<file path="src/rtl/mips_pkg.sv">
// mips_pkg: opcode, ALU_OP and control-bundle definitions shared by the decode stage
package mips_pkg;
  localparam logic [5:0] OP_RTYPE = 6'h00;
  localparam logic [5:0] OP_LW    = 6'h23;
  localparam logic [5:0] OP_SW    = 6'h2B;
  localparam logic [5:0] OP_BEQ   = 6'h04;
  localparam logic [5:0] OP_ADDI  = 6'h08;
  localparam logic [1:0] ALU_ADD   = 2'b00;
  localparam logic [1:0] ALU_SUB   = 2'b01;
  localparam logic [1:0] ALU_FUNCT = 2'b10;
  typedef struct packed {
    logic       reg_dst;
    logic       alu_src;
    logic       mem_read;
    logic       mem_write;
    logic       mem_to_reg;
    logic       reg_write;
    logic       branch;
    logic [1:0] alu_op;
  } ctrl_t;
  localparam ctrl_t CTRL_NOP = '0;
  // Bit order: reg_dst, alu_src, mem_read, mem_write, mem_to_reg, reg_write, branch
  function automatic ctrl_t decode_ctrl(input logic [5:0] op);
    return op == OP_RTYPE ? ctrl_t'({7'b1000010, ALU_FUNCT}) :
           op == OP_LW    ? ctrl_t'({7'b0110110, ALU_ADD})   :
           op == OP_SW    ? ctrl_t'({7'b0101000, ALU_ADD})   :
           op == OP_BEQ   ? ctrl_t'({7'b0000001, ALU_SUB})   :
           op == OP_ADDI  ? ctrl_t'({7'b0100010, ALU_ADD})   : CTRL_NOP;
  endfunction
  function automatic logic is_legal(input logic [5:0] op);
    return op == OP_RTYPE || op == OP_LW || op == OP_SW || op == OP_BEQ || op == OP_ADDI;
  endfunction
  function automatic logic uses_rt(input logic [5:0] op);
    return op == OP_RTYPE || op == OP_SW || op == OP_BEQ;
  endfunction
endpackage

</file>
<file path="src/rtl/reg_file.sv">
// reg_file: 2-read/1-write register file with write-through bypass and $0 hardwired to zero
module reg_file #(
  parameter int DATA_W = 32,
  parameter int ADDR_W = 5
) (
  input  logic              CLK,
  input  logic              RST_N,
  input  logic              we_i,
  input  logic [ADDR_W-1:0] waddr_i,
  input  logic [DATA_W-1:0] wdata_i,
  input  logic [ADDR_W-1:0] raddr_a_i,
  input  logic [ADDR_W-1:0] raddr_b_i,
  output logic [DATA_W-1:0] rdata_a_o,
  output logic [DATA_W-1:0] rdata_b_o
);
  logic [DATA_W-1:0] regs_q [2**ADDR_W];
  logic              wr_en;
  assign wr_en = we_i && waddr_i != '0;
  always_ff @(posedge CLK or negedge RST_N)
    if (!RST_N) for (int i = 0; i < 2**ADDR_W; i++) regs_q[i] <= '0;
    else if (wr_en) regs_q[waddr_i] <= wdata_i;
  assign rdata_a_o = raddr_a_i == '0 ? '0 : (wr_en && waddr_i == raddr_a_i) ? wdata_i : regs_q[raddr_a_i];
  assign rdata_b_o = raddr_b_i == '0 ? '0 : (wr_en && waddr_i == raddr_b_i) ? wdata_i : regs_q[raddr_b_i];
endmodule

</file>
<file path="src/rtl/id_stage.sv">
// id_stage: MIPS decode stage -- control decode, register read, load-use hazard detection
// and the ID/EX pipeline register.
module id_stage
  import mips_pkg::*;
#(
  parameter int DATA_W         = 32,
  parameter int REG_ADDR_W     = 5,
  parameter int LOAD_USE_STALL = 1
) (
  input  logic                  CLK,
  input  logic                  RST_N,
  input  logic [DATA_W-1:0]     IF_ID_NPC,
  input  logic [31:0]           IF_ID_INST,
  input  logic                  IF_ID_VALID,
  input  logic                  FLUSH,
  input  logic                  WB_REG_WRITE,
  input  logic [REG_ADDR_W-1:0] WB_WRITE_REG,
  input  logic [DATA_W-1:0]     WB_WRITE_DATA,
  output logic                  STALL,
  output logic                  ID_EX_VALID,
  output logic [DATA_W-1:0]     ID_EX_NPC,
  output logic [DATA_W-1:0]     ID_EX_RS_DATA,
  output logic [DATA_W-1:0]     ID_EX_RT_DATA,
  output logic [DATA_W-1:0]     ID_EX_IMM,
  output logic [REG_ADDR_W-1:0] ID_EX_RS,
  output logic [REG_ADDR_W-1:0] ID_EX_RT,
  output logic [REG_ADDR_W-1:0] ID_EX_RD,
  output logic                  ID_EX_REG_DST,
  output logic                  ID_EX_ALU_SRC,
  output logic                  ID_EX_MEM_READ,
  output logic                  ID_EX_MEM_WRITE,
  output logic                  ID_EX_MEM_TO_REG,
  output logic                  ID_EX_REG_WRITE,
  output logic                  ID_EX_BRANCH,
  output logic [1:0]            ID_EX_ALU_OP,
  output logic                  ILLEGAL
);
  logic [5:0]            opcode;
  logic [REG_ADDR_W-1:0] rs, rt, rd;
  logic [DATA_W-1:0]     rs_data, rt_data, imm;
  logic                  hz, ld;
  logic                  valid_q, valid_d, ill_q, ill_d;
  ctrl_t                 ctrl_q, ctrl_d;
  logic [DATA_W-1:0]     npc_q, npc_d, rsd_q, rsd_d, rtd_q, rtd_d, imm_q, imm_d;
  logic [REG_ADDR_W-1:0] rs_q, rs_d, rt_q, rt_d, rd_q, rd_d;
  assign opcode = IF_ID_INST[31:26];
  assign rs     = IF_ID_INST[25:21];
  assign rt     = IF_ID_INST[20:16];
  assign rd     = IF_ID_INST[15:11];
  assign imm    = {{(DATA_W-16){IF_ID_INST[15]}}, IF_ID_INST[15:0]};
  reg_file #(.DATA_W(DATA_W), .ADDR_W(REG_ADDR_W)) u_rf (
    .CLK       (CLK),
    .RST_N     (RST_N),
    .we_i      (WB_REG_WRITE),
    .waddr_i   (WB_WRITE_REG),
    .wdata_i   (WB_WRITE_DATA),
    .raddr_a_i (rs),
    .raddr_b_i (rt),
    .rdata_a_o (rs_data),
    .rdata_b_o (rt_data)
  );
  // A load in ID/EX whose target is read here must be held back one cycle
  assign hz = (LOAD_USE_STALL != 0) && IF_ID_VALID && valid_q && ctrl_q.mem_read && rt_q != '0 &&
              (rt_q == rs || (rt_q == rt && uses_rt(opcode)));
  assign STALL = hz && !FLUSH;
  assign ld    = IF_ID_VALID && !hz && !FLUSH;
  always_comb begin
    valid_d = ld;
    ctrl_d  = ld ? decode_ctrl(opcode) : CTRL_NOP;
    ill_d   = ld && !is_legal(opcode);
    npc_d   = ld ? IF_ID_NPC : '0;
    rsd_d   = ld ? rs_data : '0;
    rtd_d   = ld ? rt_data : '0;
    imm_d   = ld ? imm : '0;
    rs_d    = ld ? rs : '0;
    rt_d    = ld ? rt : '0;
    rd_d    = ld ? rd : '0;
  end
  always_ff @(posedge CLK or negedge RST_N)
    if (!RST_N) begin
      valid_q <= 1'b0;
      ctrl_q  <= CTRL_NOP;
      ill_q   <= 1'b0;
      npc_q   <= '0;
      rsd_q   <= '0;
      rtd_q   <= '0;
      imm_q   <= '0;
      rs_q    <= '0;
      rt_q    <= '0;
      rd_q    <= '0;
    end else begin
      valid_q <= valid_d;
      ctrl_q  <= ctrl_d;
      ill_q   <= ill_d;
      npc_q   <= npc_d;
      rsd_q   <= rsd_d;
      rtd_q   <= rtd_d;
      imm_q   <= imm_d;
      rs_q    <= rs_d;
      rt_q    <= rt_d;
      rd_q    <= rd_d;
    end
  assign ID_EX_VALID      = valid_q;
  assign ID_EX_NPC        = npc_q;
  assign ID_EX_RS_DATA    = rsd_q;
  assign ID_EX_RT_DATA    = rtd_q;
  assign ID_EX_IMM        = imm_q;
  assign ID_EX_RS         = rs_q;
  assign ID_EX_RT         = rt_q;
  assign ID_EX_RD         = rd_q;
  assign ID_EX_REG_DST    = ctrl_q.reg_dst;
  assign ID_EX_ALU_SRC    = ctrl_q.alu_src;
  assign ID_EX_MEM_READ   = ctrl_q.mem_read;
  assign ID_EX_MEM_WRITE  = ctrl_q.mem_write;
  assign ID_EX_MEM_TO_REG = ctrl_q.mem_to_reg;
  assign ID_EX_REG_WRITE  = ctrl_q.reg_write;
  assign ID_EX_BRANCH     = ctrl_q.branch;
  assign ID_EX_ALU_OP     = ctrl_q.alu_op;
  assign ILLEGAL          = ill_q;
endmodule

</file>
<file path="config.mk">
export PLATFORM = sky130hd
export DESIGN_NAME = id_stage
export DESIGN_NICKNAME = d
export VERILOG_FILES = /design/src/rtl/mips_pkg.sv /design/src/rtl/reg_file.sv /design/src/rtl/id_stage.sv
export SDC_FILE = /design/constraint.sdc
export NUM_CORES = 2
export LEC_CHECK = 0
export BUFFER_PORTS_ARGS = -buffer_cell sky130_fd_sc_hd__buf_4
export CORE_ASPECT_RATIO = 1.2
export CORE_MARGIN = 3
export CORE_UTILIZATION = 58
export CTS_BUF_LIST = sky130_fd_sc_hd__clkbuf_8
export DETAILED_ROUTE_END_ITERATION = 10
export GPL_TIMING_DRIVEN = 0
export HOLD_SLACK_MARGIN = 0.08
export PLACE_DENSITY = 0.79
export SYNTH_ARGS = -nofsm -noshare
export SYNTH_HDL_FRONTEND = slang
export SYNTH_SLANG_ARGS = --single-unit
</file>
<file path="constraint.sdc">
create_clock -name CLK -period 1.6 [get_ports CLK]
set_input_delay 0.08 -clock CLK [delete_from_list [all_inputs] [get_ports CLK]]
set_output_delay 0.08 -clock CLK [all_outputs]
set_load 0.01 [all_outputs]
</file>
-- After elaboration in Yosys (flattened, before gate mapping)
Index checks and enable logic that the tools add are counted.
- output and inout port bits: 155
- register bits: 1178
- word-level logic and storage cells: 118
- reduce and logical (&&, ||, !) cells: 28
- $lt $le $gt $ge: 4
- mux-type cells: 26
- bitwise operators: 3
- eq/ne operators: 8
- operators with widths (operator ; count):
    $bwmux W1024 ; 1
    $mux W32 ; 13
    $bmux W32 S5 ; 2
    $demux W32 S5 ; 1
    $mux W8 ; 4
    $eq A5 B5 Y1 ; 4
    $ge A6 B6 Y1 const B ; 3
    $mux W9 ; 2
    $not A5 Y6 ; 3
    $mux W5 ; 3
    $logic_and A1 B1 Y1 ; 13
    $eq A6 B6 Y1 const B ; 2
    $logic_not A5 Y1 ; 2
    $reduce_bool A5 Y1 ; 2
    $logic_or A1 B1 Y1 ; 7
    $eq A6 B3 Y1 const B ; 1
    $eq A6 B4 Y1 const B ; 1
    $logic_not A6 Y1 ; 1
    $lt A6 B1 Y1 const B ; 1
    $logic_not A1 Y1 ; 3

-- Logic depth before layout (Yosys ltp)
- depth in word-level cells: 10
- gate-level depth with buffers: 11
- gate-level depth less buffers: 6

-- Hierarchy
From an unflattened synthesis, not the netlist that was laid out.
- cell total of the unflattened synthesis: 4230
- area, all modules: 61215.0 sq um
- by module, submodules not included (module ; cells each ; area an instance (sq um) ; instances):
    reg_file ; 3882 ; 55680.9 ; 1
    id_stage ; 348 ; 5534.1 ; 1

-- Worst setup path before layout
Ideal clock, no wire load.
- path type: in2reg
- start point: input IF_ID_INST[16]
- end point: register rtd_q[21], in the netlist ID_EX_RT_DATA[21]
- slack: -0.269 ns
- cell stages on the path: 8
- path buffers: 3
- data required time: 1.462 ns
- data arrival time: 1.731 ns
- setup time: 0.138 ns
- cell sequence: buf_2 -> buf_2 -> buf_2 -> mux4_2 -> a22oi_1 -> o221ai_1 -> nor3_1 -> nor4_1
- word-level cells in the longest chain between the ends: 8
- ends and longest elaborated chain (what ; line ; RTL):
    from (decl) ; id_stage.sv:13 ; input logic [31:0] IF_ID_INST,
    branches (longest 7 deep; another with $bmux W32 S5) ; -- ;
    $mux W32 * ; id_stage.sv:73 ; rtd_d = ld ? rt_data : '0;
    via rtd_d[21] ; id_stage.sv:44 ; logic [DATA_W-1:0] npc_q, npc_d, rsd_q, rsd_d, rtd_q, rtd_d, imm_q, imm_d;
    to (signal assigned) ; id_stage.sv:97 ; rtd_q <= rtd_d;
    to (decl) ; id_stage.sv:44 ;
Mark *: on every way through the listed nets, which the timed path passes. The select of a mux whose other input is x is not followed.
A chain may end at the register's enable or synchronous reset.

-- Worst setup path in the final report
- start point: register rt_q[1], in the netlist ID_EX_RT[1]
- end point: output STALL
- word-level cells in the longest chain between the ends: 5
- ends and longest elaborated chain (what ; line ; RTL):
    from (decl) ; id_stage.sv:45 ; logic [REG_ADDR_W-1:0] rs_q, rs_d, rt_q, rt_d, rd_q, rd_d;
    from (signal assigned) ; id_stage.sv:100 ; rt_q <= rt_d;
    $eq A5 B5 Y1 ; id_stage.sv:64 ; (rt_q == rs || (rt_q == rt && uses_rt(opcode)));
    $logic_and A1 B1 Y1 ; id_stage.sv:64 ;
    $logic_or A1 B1 Y1 ; id_stage.sv:64 ;
    $logic_and A1 B1 Y1 * ; id_stage.sv:63 ; assign hz = (LOAD_USE_STALL != 0) && IF_ID_VALID && valid_q && ctrl_q.mem_read && rt_q != '0 &&
    $logic_and A1 B1 Y1 * ; id_stage.sv:65 ; assign STALL = hz && !FLUSH;
    to (decl) ; id_stage.sv:19 ; output logic STALL,
Every way passes the cells marked *; elsewhere a longest branch is shown, timed or not.

==> reports/qor.txt <==
Final setup fails - 368
Mapped Cells - 3895
Ys Warns - 0
Overall routing resource usage - 40.9%
R2R Setup Slk - -1280 ps
Skew final - 67.3 ps
Asr flop ratio synth - 100%
Vias/cell - 7.17
RSZ-0062 raised after global routing - yes
Reg2reg path depth - 8
Violated checks - hold timing, capacitance limit, slew limit, setup timing
WL/cell - 36.1 um
Final wirelength - 220000 um
Distinct cells, synth - 49
Syn Area/Cell - 15.2 um^2
Crit path kind - register to output port
CTS Buffer Depth - 3
# port buffers - 249
Layout Nets - 4699
Worst skew pair latency - 960 ps
Synth-to-Final Area Change - 21.9%
Vias - 43700
DR DRC count - 0
DR pass1 iterations - 7
Post-synth EDFFs - 0
Synth Net Count - 4001
CP Capture Type - output port
Total grt overflow - 0
# clock sinks - 1154
Initial DRC count - 6081
CTS tree - done
CORE AREA - 100000 um^2
H-tree levels - 4
Power density over cell area - 1160 nW/um^2
Flip-flop and latch count after synthesis - 1154
Xor and xnor fraction of the mapped netlist area - 0.297%
Largest family of logic cells by synthesized area - multiplexers
First-pass GRT wire length - 308000 um
Most frequent cell after synthesis - dfrtp_1
DP Wirelength - 135000 um
Crit Path Max Fanout - 4
Crit path arrival time - 2860 ps
Fin. max-slew vios - 11
Clock transition at path regs - 80 ps
Worst hold-check path type - primary input to async pin
Commonest cells in the netlist - dfrtp_1, mux2_2, mux4_2
Post-synthesis adder-cell area fraction - 0%
Post-synthesis sequential area ratio - 48.9%
Worst-margin pin slew - 1570 ps
Last element of the critical path - STALL
Complex-gate fraction of the synthesized area - 1.95%
Worst slack, placed - -1920 ps
Peak supply drop - 0.927 mV
Initial Util - 58.8%
Startpoint class of the critical path - register
Row count - 127
Max Freq - 340 MHz
Post-DP Area - 63300 um^2
Simple-Gate Fraction of Synth Area - 3.58%
Hold Slack - -967 ps
Final Cell Area - 72000 um^2
Yosys top cell area share - 48.9%
Worst r2r src - ID_EX_RT[0]
IO Pins - 261
Final Hold Fails - 369
Launch point of the worst path - ID_EX_RT[1]
Worst flop-to-flop path endpoint - ID_EX_RT_DATA[0]
Die area - 106000 um^2
Slew headroom - -4.96%
Pleak - 0.0319 uW
Antenna violations before repair - 16
Root buffer selected by CTS - clkbuf_8
Critical Path RT - 1520 ps
GPL Wtd Cong - 0.954
Worst setup margin - -1340 ps
Die height - 356 um
Cell taking the most area after synthesis - dfrtp_1
Max cap viols - 1
Synth area leaders - dfrtp_1, mux4_2, mux2_2
Largest net degree at the start of global routing - 169
Cell Area, Synth - 59000 um^2
Mux cell area share after synthesis - 41.6%
Number of global-route vias before repair - 45400
Die Wd - 297 um
Layout cells sized above 1 - 53.3%
CTS buffer count - 180
Fin crit period - 2940 ps
Main synth FF type - dfrtp_1
Status - finished with violations
Post-route ant nets - 0
Final period util - 184%
-- logic make-up (layout without fill, tap and decap cells) --
| group | Yosys count | after routing |
|---|---|---|
| xor+xnor | 20 | 20 |
| buf+inv | 472 | 1311 |
| flops | 1154 | 1154 |
| compound gates | 144 | 144 |
| simple gates | 412 | 412 |
| mux | 1693 | 1693 |
| other cells | 0 | 10 |
-- power by group --
| group | total [uW] | switching [uW] | internal (uW) |
|---|---|---|---|
| clock | 27300 | 12700 | 14600 |
| combinational | 18400 | 8040 | 10400 |
| sequential | 38000 | 3770 | 34300 |
| total | 83800 | 24500 | 59200 |
-- stage by stage --
stage	setup TNS, ps	utilization [%]	instances	hold slack (ps)	power (uW)
floorplan	-7290	-	3895	-216	49000
global placement	-	62.9	5498	289	53700
detailed placement	-1069370	63.1	5505	12.1	54700
CTS	-298500	70.9	6056	-939	82300
global route	-147070	71.7	6091	-935	86100
finish	-157740	71.7	6098	-967	83800
-- critical path: stages (launching register included) --
cell and delay, ps:
dfrtp_2 470, xor2_1 200, nor3_2 270, nand4_1 480, a21oi_2 330, buf_4 160
-- routing by layer --
metal	wire, um	GRT usage, %	vias up	part of all wire (%)
li1	-	-	16300	-
met1	72400	47.8	22400	33
met2	97000	60.9	3660	44
met3	27800	15.0	1339	13
met4	23000	33.2	10	10
met5	72	0.641	-	0.033
-- cells in the final DEF, fill, tap and decap left out, types with 65 or more instances in the layout --
| cell type | n |
|---|---|
| buf_4 | 268 |
| dfrtp_1 | 1147 |
| clkbuf_1 | 178 |
| buf_6 | 94 |
| dlygate4sd3_1 | 190 |
| clkbuf_8 | 235 |
| mux2i_1 | 182 |
| mux4_2 | 507 |
| mux2_2 | 996 |
| nor2_1 | 129 |
| buf_2 | 65 |
-- flip-flops by register name, summed over array words and instances (netlist names), 2 cells and up --
register / flops
u_rf.regs_q: 1024
ID_EX_NPC: 32
ID_EX_RS_DATA: 32
ID_EX_RT_DATA: 32
ID_EX_IMM: 16
ID_EX_RS: 5
ID_EX_RT: 5
ID_EX_ALU_OP: 2
-- final cells by class --
class / instances / area [um^2]
Timing Repair Buffer: 521 / 5130
Antenna cell: 10 / 25.0
Fill cell: 6215 / 28400
Multi-Input combinational cell: 2269 / 29400
Inverter: 5 / 26.3
Clock buffer: 235 / 3230
Tap cell: 1354 / 1690
Sequential cell: 1154 / 28900
Buffer: 462 / 2930
Clock inverter: 88 / 633
-- what timing repair did --
action	CTS	global route
cloned	14	2
hold endpoints to repair	1480	373
pin swaps	84	33
gates resized for setup	317	272
buffers inserted	31	38
hold buffers	186	8
endpoints found under the setup margin	286	1109
-- worst min path at each step --
stage / to / cells past startpoint / slack, ps
after floorplan: ID_EX_ALU_OP[0] / 0 / -220
after global placement: ID_EX_IMM[3] / 2 / 290
after detailed placement: ID_EX_IMM[0] / 1 / 10
after CTS: ID_EX_IMM[0] / 1 / -940
after global routing: ID_EX_NPC[24] / 1 / -930
final: ID_EX_NPC[24] / 1 / -970
(Power assumes the default switching activity.)
